File: src/rtl/instr_fetch_queue.sv
// instr_fetch_queue
//
// Fetch engine plus an N-entry prefetch queue that sits in front of decode.
// Instruction memory is reached through a req/ack handshake with at most one
// request in flight. Fetched {pc, instruction} pairs leave through a
// valid/ready handshake. A redirect (JAL, JALR, taken branch) flushes the
// queue and restarts fetch at the new target.
//
// Ports:
//   clk          single clock, all state updates on the rising edge
//   reset        asynchronous active-high reset, clears all state at once
//   imem_req     fetch request to instruction memory
//   imem_addr    fetch address, held stable until acknowledged
//   imem_ack     memory response, imem_rdata is valid in this cycle
//   imem_rdata   instruction returned by memory
//   redirect     one-cycle pulse: flush the queue and restart fetch
//   redirect_pc  restart address, low two bits are forced to zero
//   ir_valid     queue head holds a valid instruction
//   ir_instr     instruction at the queue head
//   ir_pc        PC of the instruction at the queue head
//   ir_ready     consumer pops the head when ir_valid and ir_ready are high
//   q_count      current queue occupancy
//   stat_fetched number of instructions pushed into the queue
//   stat_dropped number of memory responses discarded because of a redirect
//
// Optional feature macro: FETCH_STATS_EN
//   Defined   : stat_fetched / stat_dropped are 32-bit wrapping counters.
//   Undefined : no counters are built, both stat ports read as zero.

module instr_fetch_queue #(
  parameter int                ADDR_W   = 32,
  parameter int                INSTR_W  = 32,
  parameter int                DEPTH    = 4,
  parameter logic [ADDR_W-1:0] RESET_PC = '0
) (
  input  logic                       clk,
  input  logic                       reset,
  output logic                       imem_req,
  output logic [ADDR_W-1:0]          imem_addr,
  input  logic                       imem_ack,
  input  logic [INSTR_W-1:0]         imem_rdata,
  input  logic                       redirect,
  input  logic [ADDR_W-1:0]          redirect_pc,
  output logic                       ir_valid,
  output logic [INSTR_W-1:0]         ir_instr,
  output logic [ADDR_W-1:0]          ir_pc,
  input  logic                       ir_ready,
  output logic [$clog2(DEPTH):0]     q_count,
  output logic [31:0]                stat_fetched,
  output logic [31:0]                stat_dropped
);

  localparam int PW = $clog2(DEPTH);
  localparam int CW = PW + 1;
  localparam logic [CW-1:0] DEPTH_C = CW'(DEPTH);

  logic [ADDR_W-1:0]  fpc;
  logic               outstanding;
  logic               drop;
  logic [PW-1:0]      rd_ptr;
  logic [PW-1:0]      wr_ptr;
  logic [CW-1:0]      count;
  logic [ADDR_W-1:0]  pc_mem    [DEPTH];
  logic [INSTR_W-1:0] instr_mem [DEPTH];

  logic push;
  logic pop;
  logic drop_ack;
  logic unused_bits;

  // Only word-aligned targets exist, so the low redirect bits carry nothing.
  assign unused_bits = ^redirect_pc[1:0];

  // A live request stays up until acknowledged. A new one is only raised when
  // there is a free slot, so every accepted response is guaranteed a place in
  // the queue. A pending discard or a redirect keeps the request line low.
  assign imem_req  = !reset && !redirect && !drop && (outstanding || (count < DEPTH_C));
  assign imem_addr = fpc;

  // An ack only counts while a request is live; anything else is stray.
  assign push     = imem_req && imem_ack;
  assign drop_ack = outstanding && imem_ack && (drop || redirect);
  assign pop      = ir_valid && ir_ready && !redirect;

  assign ir_valid = (count != '0);
  assign ir_instr = instr_mem[rd_ptr];
  assign ir_pc    = pc_mem[rd_ptr];
  assign q_count  = count;

  // Fetch control and queue bookkeeping. Redirect wins over everything: it
  // empties the queue, retargets fetch and, if a response is still owed,
  // marks it for discard. A single drop flag is enough because only one
  // request can ever be in flight.
  always_ff @(posedge clk or posedge reset) begin
    if (reset) begin
      fpc         <= RESET_PC;
      outstanding <= 1'b0;
      drop        <= 1'b0;
      rd_ptr      <= '0;
      wr_ptr      <= '0;
      count       <= '0;
    end else if (redirect) begin
      fpc    <= {redirect_pc[ADDR_W-1:2], 2'b00};
      count  <= '0;
      rd_ptr <= wr_ptr;
      if (outstanding) begin
        if (imem_ack) begin
          outstanding <= 1'b0;
          drop        <= 1'b0;
        end else begin
          drop <= 1'b1;
        end
      end
    end else begin
      if (push) begin
        wr_ptr      <= wr_ptr + PW'(1);
        fpc         <= fpc + ADDR_W'(4);
        outstanding <= 1'b0;
      end else if (drop_ack) begin
        drop        <= 1'b0;
        outstanding <= 1'b0;
      end else if (imem_req) begin
        outstanding <= 1'b1;
      end

      if (pop) begin
        rd_ptr <= rd_ptr + PW'(1);
      end

      // Simultaneous push and pop leave the occupancy unchanged.
      case ({push, pop})
        2'b10:   count <= count + CW'(1);
        2'b01:   count <= count - CW'(1);
        default: count <= count;
      endcase
    end
  end

  // Queue storage. Cleared on reset so the head outputs read zero afterwards.
  always_ff @(posedge clk or posedge reset) begin
    if (reset) begin
      for (int i = 0; i < DEPTH; i++) begin
        pc_mem[i]    <= '0;
        instr_mem[i] <= '0;
      end
    end else if (push) begin
      pc_mem[wr_ptr]    <= fpc;
      instr_mem[wr_ptr] <= imem_rdata;
    end
  end

`ifdef FETCH_STATS_EN
  // Event counters; they wrap naturally at 2^32.
  logic [31:0] fetched_cnt;
  logic [31:0] dropped_cnt;

  always_ff @(posedge clk or posedge reset) begin
    if (reset) begin
      fetched_cnt <= '0;
      dropped_cnt <= '0;
    end else begin
      if (push) begin
        fetched_cnt <= fetched_cnt + 32'd1;
      end
      if (drop_ack) begin
        dropped_cnt <= dropped_cnt + 32'd1;
      end
    end
  end

  assign stat_fetched = fetched_cnt;
  assign stat_dropped = dropped_cnt;
`else
  assign stat_fetched = '0;
  assign stat_dropped = '0;
`endif

endmodule

File: config.mk
export PLATFORM = sky130hd
export DESIGN_NAME = instr_fetch_queue
export DESIGN_NICKNAME = d
export VERILOG_FILES = /design/src/rtl/instr_fetch_queue.sv
export SDC_FILE = /design/constraint.sdc
export NUM_CORES = 1
export LEC_CHECK = 0
export BUFFER_PORTS_ARGS = -buffer_cell sky130_fd_sc_hd__buf_2
export CAP_MARGIN = 5
export CORE_MARGIN = 2
export CORE_UTILIZATION = 60
export DETAILED_ROUTE_END_ITERATION = 12
export GPL_ROUTABILITY_DRIVEN = 0
export PLACE_DENSITY = 0.82
export SLEW_MARGIN = 20
export SYNTH_ARGS = -nofsm -noshare
export SYNTH_HDL_FRONTEND = slang
export SYNTH_SLANG_ARGS = --single-unit
File: constraint.sdc
create_clock -name clk -period 15 [get_ports clk]
set_clock_uncertainty 0.05 [all_clocks]
set_input_delay 2.25 -clock clk [delete_from_list [all_inputs] [get_ports clk]]
set_output_delay 2.25 -clock clk [all_outputs]
set_load 0.05 [all_outputs]
# Yosys cells after proc, flatten, opt, wreduce, memory -nomap -nowiden
# Cells that the tools add are included.
# word_totals
regBits	297
# op_classes
addsub	5
order_cmp	4
eq_ne	4
mux	26
n_bitwise	3
n_reduce_logical	22
# op_table
op	count
128-bit bitwise mux	2
32-bit two-way mux	7
32-bit binary-select mux with 2-bit select	2
32-bit demux with 2-bit select	1
32-bit by 3-bit adder with 32-bit output (second input constant)	1
1-bit two-way mux	10
1-bit logical AND	9
3-bit greater-or-equal comparator (second input constant)	2
2-bit NOT with 3-bit output	2
3-bit one-hot mux with 2 select lines	1
2-bit nonzero test	3
3-bit nonzero test	2
2-bit by 1-bit adder with 2-bit output (second input constant)	2
2-bit two-way mux	2
4-bit nonzero test	1
3-bit by 1-bit adder with 3-bit output (second input constant)	1
1-bit zero test	3
3-bit by 1-bit less-than comparator with 1-bit output (second input constant)	1
3-bit less-than comparator (second input constant)	1
3-bit two-way mux	1
3-bit AND reduction	1
3-bit by 1-bit subtractor with 3-bit output (second input constant)	1
2-bit by 1-bit == test with 1-bit output (second input constant)	1
2-bit == test (second input constant)	1
other kinds (5)	6

# Depth between registers and ports, before layout
# Gate-level depths: netlist of run 1.
# logic_depth
depth_word	8
ltp_mapped	8
ltp_nobuf	6

# Least setup slack after synthesis of run 1
# Ideal clock, no wire load.
# synth_path
kind	input-to-reg
start	input reset
end	register outstanding
setup_time_ns	0.138
arrival_time_ns	8.994
setup_slack_ns	5.818
cell_stages	4
path_buffers	0
path_cell_list	inv_1 a211oi_1 a21oi_1 o22ai_1
# synth_via
elab_chain_len	7
# synth_rtl
item	line_no	text
from (decl)	37	input logic reset,
1-bit zero test (no source line) *	n/a	
1-bit logical AND * (3 in series)	77	assign imem_req = !reset && !redirect && !drop && (outstanding || (count < DEPTH_C));
1-bit logical AND	81	assign push = imem_req && imem_ack;
1-bit two-way mux	115	if (push) begin
1-bit two-way mux	102	end else if (redirect) begin
to (signal assigned)	108	outstanding <= 1'b0;
to (signal assigned)	118	outstanding <= 1'b0;
to (signal assigned)	121	outstanding <= 1'b0;
to (decl)	58	logic outstanding;
# Every way passes the cells marked *; elsewhere a longest branch is shown, timed or not.
# A chain may end at the register's enable or synchronous reset.

# Worst setup path in the final report of run 1
# layout_path
start	input redirect
end	output imem_req
# layout_via
elab_chain_len	4
# layout_rtl
item	line_no	text
from (decl)	42	input logic redirect,
1-bit zero test	77	
1-bit logical AND (3 in series)	77	
to (decl)	38	output logic imem_req,
# Every way passes these cells.

==> flow_metrics.py, run 1 <==
metrics = {
    "sta": {
        "relSlewSlack_pct": 27.8,
        "drv_slew": 0,
        "setup_viol": 0,
        "fin_crit_ps": 5760,
        "min_period_over_period_pct": 38.4,
        "hold_viol_final": 0,
        "tns_ps": 0,
        "max_freq_mhz": 174,
        "worst_pin_slew_ps": 1080,
        "rsz0062_at_grt": "no",
    },
    "cts": {
        "cts_tree": "done",
        "ctsHoldBuffers": 0,
        "cts_sinks": 287,
        "root_buffer": "clkbuf_16",
        "cts.reportedPaths.clkPinSlew_ps": 60,
        "clock_latency_ps": 550,
        "cts_resized": 0,
        "postCtsSetupBuffers": 0,
        "cts-htree-levels": 1,
        "cts_buffers": 31,
        "clk_path_buf_depth": 3,
    },
    "placement": {
        "placed_area_sq_mm": 0.0143,
        "placement.io_buffers": 163,
        "hpwl_um": 17000,
    },
    "drt": {
        "drt-total-wl_um": 28400,
        "wire_per_inst_um": 20.3,
        "final_antenna_net_count": 0,
        "viasPerCell": 6.00,
        "vias": 8383,
        "route.detailed.drc": 0,
        "detailedRoute.firstIterationViolations": 563,
        "first_pass_iters": 5,
    },
    "pwr": {
        "p_leak_nw": 7.28,
        "power_density_mw_per_mm2": 236,
        "clkPwrFrac_pct": 21.2,
        "switching_share_pct": 40.2,
        "switchingPower_mw": 1.45,
        "p_int_mw": 2.16,
        "pwr-share-comb_pct": 41.8,
        "seqPwrFrac_pct": 37.0,
        "peakVddDrop_v": 0.000155,
        "total_power_mw": 3.61,
    },
    "worst_setup_path": {
        "cp-end-kind": "output port",
        "start_kind": "primary input",
        "arrival_ps": 3460,
        "critPathMaxFanout": 54,
        "r2r-start": "q_count[2]",
        "reg2reg_to": "pc_mem[18]",
        "ff2ff_path_depth": 4,
        "criticalPathCategory": "primary input to output port",
        "required_ps": 12700,
        "r2r_slack_ps": 11860,
    },
    "logic_synthesis": {
        "ys_types": 50,
        "synth_edf_count": 0,
        "yosys_most_used_dff": "dfrtp_1",
        "yosysSeqAreaShare_pct": 52.7,
        "synthArstFlopShare_pct": 100,
        "yosys_warnings": 0,
        "synth_area_sq_mm": 0.0136,
        "yosys_register_bits": 287,
        "synthCells": 959,
        "syn_avg_cell_area_sq_um": 14.2,
    },
    "grt": {
        "antenna_found_initial": 3,
        "grt_pass1_wl_um": 45500,
        "grt_usage_pct": 23.8,
        "gr-total-overflow": 0,
        "grt_pass1_vias": 8467,
        "grt_max_degree": 142,
    },
    "floorplanning": {
        "rows": 55,
        "die_h_um": 155,
        "fp.dieW_um": 155,
        "core_area_sq_mm": 0.0224,
        "start_util_pct": 60.7,
        "die_area_sq_mm": 0.0239,
        "ios": 234,
    },
    "worst_hold_path": {
        "hold_path_end": "instr_mem[56]",
        "hp-class": "flip-flop to flip-flop",
        "hp-start": "instr_mem[56]",
        "hold_depth": 1,
    },
    "final_layout": {
        "final_cell_mix": "285 x dfrtp_1, 249 x mux2_2, 163 x buf_2, 68 x conb_1, 62 x mux4_2",
        "fin_nets": 1163,
        "mostFrequentLayoutCell": "dfrtp_1",
        "drive_gt1_share_pct": 48.5,
        "final_area_sq_mm": 0.0153,
        "area_growth_pct": 12.5,
        "final_core_util_pct": 68.3,
    },
    "status": {
        "status": "finished, final reports clean",
    },
    "run": {
        "maxCapViolations": 0,
    },
}
[flip-flops by register name, summed over array words and instances (netlist names)]
name	cells
instr_mem	128
pc_mem	120
imem_addr	30
q_count	3
rd_ptr	2
wr_ptr	2
drop	1
outstanding	1
[worst max path at each step]
stage               startpoint  endpoint  slack (ps)  cells past startpoint
finish                redirect  imem_req        9240                      3
global placement      redirect  imem_req        9250                      3
detailed placement    redirect  imem_req        9260                      3
CTS                   redirect  imem_req        9250                      3
global route          redirect  imem_req        9120                      3
floorplan                reset      drop        4760                      1
[synth_stat cells (all sizes together) (2+ instances only)]
cell / n / share of area (%)
dfrtp: 287 / 53
mux2: 249 / 21
buf: 113 / 5.3
mux4: 62 / 10
nand2: 32 / 0.95
clkbuf: 24 / 0.67
nand3: 22 / 0.81
o21ai: 15 / 0.55
inv: 12 / 0.33
nand4: 11 / 0.51
nor3: 10 / 0.40
nor4: 10 / 0.46
or4: 10 / 0.55
a21oi: 8 / 0.29
xnor2: 8 / 0.51
a31oi: 7 / 0.32
nor2: 7 / 0.31
o311ai: 7 / 0.45
or3: 7 / 0.32
and2: 6 / 0.28
o211ai: 6 / 0.33
a221o: 5 / 0.37
ha: 5 / 0.46
a22oi: 3 / 0.17
nand3b: 3 / 0.17
nand4b: 3 / 0.19
o31a: 3 / 0.19
a21o: 2 / 0.11
a311o: 2 / 0.15
and4: 2 / 0.13
mux2i: 2 / 0.15
nand2b: 2 / 0.092
nor2b: 2 / 0.092
o31ai: 2 / 0.11
[final cells by class]
cell class	instances	area (sq um)
sequential	287	7190
fill	1548	7100
multi-input combinational	590	5850
clock buffer	43	891
timing repair buffer	166	842
tap	285	357
clock inverter	13	149
inverter	12	52.6
antenna	1	2.50
[cell families after synthesis]
family / count (synthesis) / share of synthesized area [%]
buffers and inverters: 149 / 6.35
DFF: 287 / 52.7
other: 1 / 0.0275
and+or+nand+nor: 131 / 5.56
xor gates and xnor gates: 9 / 0.579
adders and majority gates: 6 / 0.606
AOI/OAI and AO/OA: 63 / 3.20
muxes: 313 / 31.0
[layer usage]
| metal | GRT usage, % | vias up | wire (um) |
|---|---|---|---|
| li1 | - | 3682 | - |
| met1 | 34.1 | 4359 | 12000 |
| met2 | 38.2 | 299 | 13800 |
| met3 | 4.74 | 41 | 2010 |
| met4 | 5.91 | 2 | 493 |
| met5 | 0 | - | 7 |
[worst max-delay path: stages]
cell and delay [ps]:
buf_2 380, nor4_1 460, buf_2 350
[per-stage QoR]
step,cells,hold WS (ps),worst slack [ps]
final,1397,450,9240
after global routing,1397,456,9120
after CTS,1396,451,9250
after detailed placement,1340,438,9260
after global placement,1340,431,9250
after floorplan,1026,424,4760
[power by group through the flow]
stage                     combinational, mW  sequential, mW  clock (mW)
final                                  1.51            1.34       0.766
after global routing                   1.59            1.38       0.814
after CTS                              1.52            1.34       0.783
after detailed placement               1.52            1.35           0
after global placement                 1.49            1.32           0
after floorplan                        1.29            1.26           0
Note: power is estimated with default switching activity, not from simulation.
==> run 2, diff against run 1 <==
- ABC_AREA: default -> 1
- CORE_UTILIZATION: 60 -> 51
- PLACE_DENSITY: 0.82 -> 0.73
- clock period: 15 -> 4.96 ns (I/O delays scaled with it)
==> run 2 against run 1 <==
Compared with the run above:
- clock-buffer cell count rose by 3
- critical path depth rose by 1
- sequential power increased to 2.9 times the previous value
- register-to-register slack got worse by 9600 ps
- setup slack lost 8100 ps
- flip-flop and latch count unchanged
- global-route usage about the same
- wire length up 19%
- combinational power grew to 3.5 times the previous value
- critical endpoint is now ir_pc[15]
- highest routed layer is now met4
==> flow_metrics.py, run 2 <==
metrics = {
    "status": {
        "status": "finished, final reports clean",
    },
    "final_layout": {
        "multiInputGateArea_sq_mm": 0.00545,
        "final_cell_mix": "428 x nand2_1, 285 x dfrtp_1, 249 x o21ai_1, 175 x nor2_1, 163 x buf_2",
        "final_core_util_pct": 57.6,
        "drive_gt1_share_pct": 13.2,
        "final_area_sq_mm": 0.0154,
        "diodes": 0,
        "top_register": "instr_mem",
        "num-fill-cells": 2479,
        "fin_nets": 1854,
        "mostFrequentLayoutCell": "nand2_1",
        "area_growth_pct": 11.9,
        "largest_register_ffs": 128,
        "regArea_sq_mm": 0.00719,
    },
    "sta": {
        "relSlewSlack_pct": 30.0,
        "hold_ws_ps": 215,
        "hold_viol_final": 0,
        "fin_ws_ps": 1120,
        "tns_ps": 0,
        "min_period_over_period_pct": 77.4,
        "drv_slew": 0,
        "setup_viol": 0,
        "worst_pin_slew_ps": 1050,
        "fin_crit_ps": 3840,
        "max_freq_mhz": 261,
        "rsz0062_at_grt": "no",
    },
    "cts": {
        "clock_latency_ps": 560,
        "cts.reportedPaths.clkPinSlew_ps": 60,
        "cts_tree": "done",
        "ctsHoldBuffers": 0,
        "cts_resized": 0,
        "postCtsSetupBuffers": 0,
        "cts_sinks": 287,
        "cts_buffers": 30,
        "clk_path_buf_depth": 3,
        "root_buffer": "clkbuf_16",
        "cts-htree-levels": 1,
    },
    "logic_synthesis": {
        "synth_area_sq_mm": 0.0137,
        "synthArstFlopShare_pct": 100,
        "yosys.area.top_type": "dfrtp_1",
        "synth_most_common_cell": "nand2_1",
        "yosys_warnings": 0,
        "syn_avg_cell_area_sq_um": 8.20,
        "yosys-top-cells-area": "dfrtp_1 52%, nand2_1 12%, o21ai_1 8.1%, o21ai_0 5.8%, nor2_1 4.8%",
        "yosys_register_bits": 287,
        "synth_edf_count": 0,
        "yosys_most_used_dff": "dfrtp_1",
        "yosysTopAreaCellShare_pct": 52.3,
        "yosysSeqAreaShare_pct": 52.3,
        "synthCells": 1673,
        "synth_commonest_cells": "429 x nand2_1, 287 x dfrtp_1, 222 x o21ai_1",
        "ys_types": 33,
    },
    "floorplanning": {
        "die_h_um": 168,
        "ios": 234,
        "fp.dieW_um": 168,
        "core_area_sq_mm": 0.0267,
        "rows": 60,
        "start_util_pct": 51.5,
        "die_area_sq_mm": 0.0282,
    },
    "placement": {
        "placed_area_sq_mm": 0.0143,
        "hpwl_um": 20500,
        "dp_slack_ps": 1260,
        "placement.io_buffers": 163,
    },
    "grt": {
        "met3_usage_pct": 3.36,
        "grt_pass1_wl_um": 54900,
        "grt_use_met1_pct": 32.9,
        "use_met2_pct": 39.5,
        "grt_busiest_layer": "met2",
        "grt_usage_pct": 23.8,
        "grt_max_degree": 187,
        "antenna_found_initial": 0,
        "grt_pass1_vias": 10800,
        "gr-total-overflow": 0,
    },
    "worst_setup_path": {
        "start_kind": "flip-flop",
        "ff2ff_path_depth": 7,
        "path_cells": "buf_4, o21ai_0, o22ai_1, buf_2",
        "crit_path_max_incr_delay_ps": 830,
        "critPathMaxFanout": 100,
        "cp_num_cells": 4,
        "cp_top_family": "buffers and inverters",
        "cp-end-kind": "output port",
        "criticalPathCategory": "flip-flop to output port",
        "cp_slowest_cell": "buf_4",
        "worstPathBufferInverterCount": 2,
        "required_ps": 4170,
        "arrival_ps": 3040,
    },
    "worst_hold_path": {
        "hp-class": "primary input to asynchronous set/reset pin",
    },
    "pwr": {
        "p_leak_nw": 7.61,
        "power_density_mw_per_mm2": 751,
        "peakVddDrop_v": 0.000293,
    },
    "drt": {
        "final_antenna_net_count": 0,
        "route.detailed.drc": 0,
        "wire_per_inst_um": 15.8,
        "drt-total-wl_um": 33900,
        "first_pass_iters": 5,
        "vias": 11500,
        "viasPerCell": 5.38,
        "detailedRoute.firstIterationViolations": 960,
    },
    "run": {
        "maxCapViolations": 0,
    },
}
## run 2: cell count changes after synthesis, sizes merged, moves of 35 or more
| cell | delta |
|---|---|
| nand2 | +401 |
| o21ai | +366 |
| mux2 | -249 |
| nor2 | +170 |
| inv | +69 |
| mux4 | -62 |
| o22ai | +62 |
| clkbuf | +35 |
## run 2: path summary, 6_finish.rpt
check | from | to | slack [ps]
max | rd_ptr[0] | ir_pc[15] | 1120
min | reset | outstanding | 210
max reg2reg | q_count[2] | instr_mem[73] | 2270
min reg2reg | instr_mem[35] | instr_mem[35] | 430
max in group asynchronous | reset | instr_mem[46] | 2380
min in group clk | redirect_pc[31] | imem_addr[31] | 350
## run 2: final cells by class
type	instances	share of cell area [%]
Inverter	83	2.06
Sequential cell	287	46.8
Clock buffer	46	5.94
Tap cell	341	2.78
Timing Repair Buffer	176	6.05
Multi-Input combinational cell	1201	35.5
Clock inverter	7	0.896
## run 2: cells by family (layout without fill, tap and decap cells)
logic type,count (synthesis),count (layout),synth area share (%)
buffers and inverters,252,312,9.79
adders and majority gates,6,6,0.602
and+or+nand+nor,654,654,18.8
xor gates and xnor gates,13,13,0.830
DFF,287,287,52.3
other,1,68,0.0273
AOI/OAI and AO/OA,460,460,17.6
## run 2: worst register-to-register path, cell delays in order (launching register included)
cell and delay, ps:
dfrtp_1 450, nand2_1 150, nand3_2 150, nor2_8 520
nand2_4 370, buf_4 550, nand2_1 200, o21ai_1 80
## run 2: metal layers
| metal | vias up | wire length, um |
|---|---|---|
| li1 | 5582 | - |
| met1 | 5420 | 15000 |
| met2 | 446 | 15500 |
| met3 | 72 | 2400 |
| met4 | 0 | 925 |
| met5 | - | 0 |
## run 2: where the power goes
group | switching (mW) | internal, mW | leakage [nW]
Clock | 0.908 | 1.46 | 0.512
Combinational | 3.86 | 1.36 | 3.45
Sequential | 0.626 | 3.31 | 3.65
## run 2: metrics by stage
| step | power, mW | std cells |
|---|---|---|
| 2_1_floorplan | 8.00 | 1740 |
| 3_3_place_gp | 9.07 | 2088 |
| 3_5_place_dp | 9.19 | 2088 |
| 4_1_cts | 11.6 | 2141 |
| 5_1_grt | 12.3 | 2141 |
| 6_report | 11.5 | 2141 |
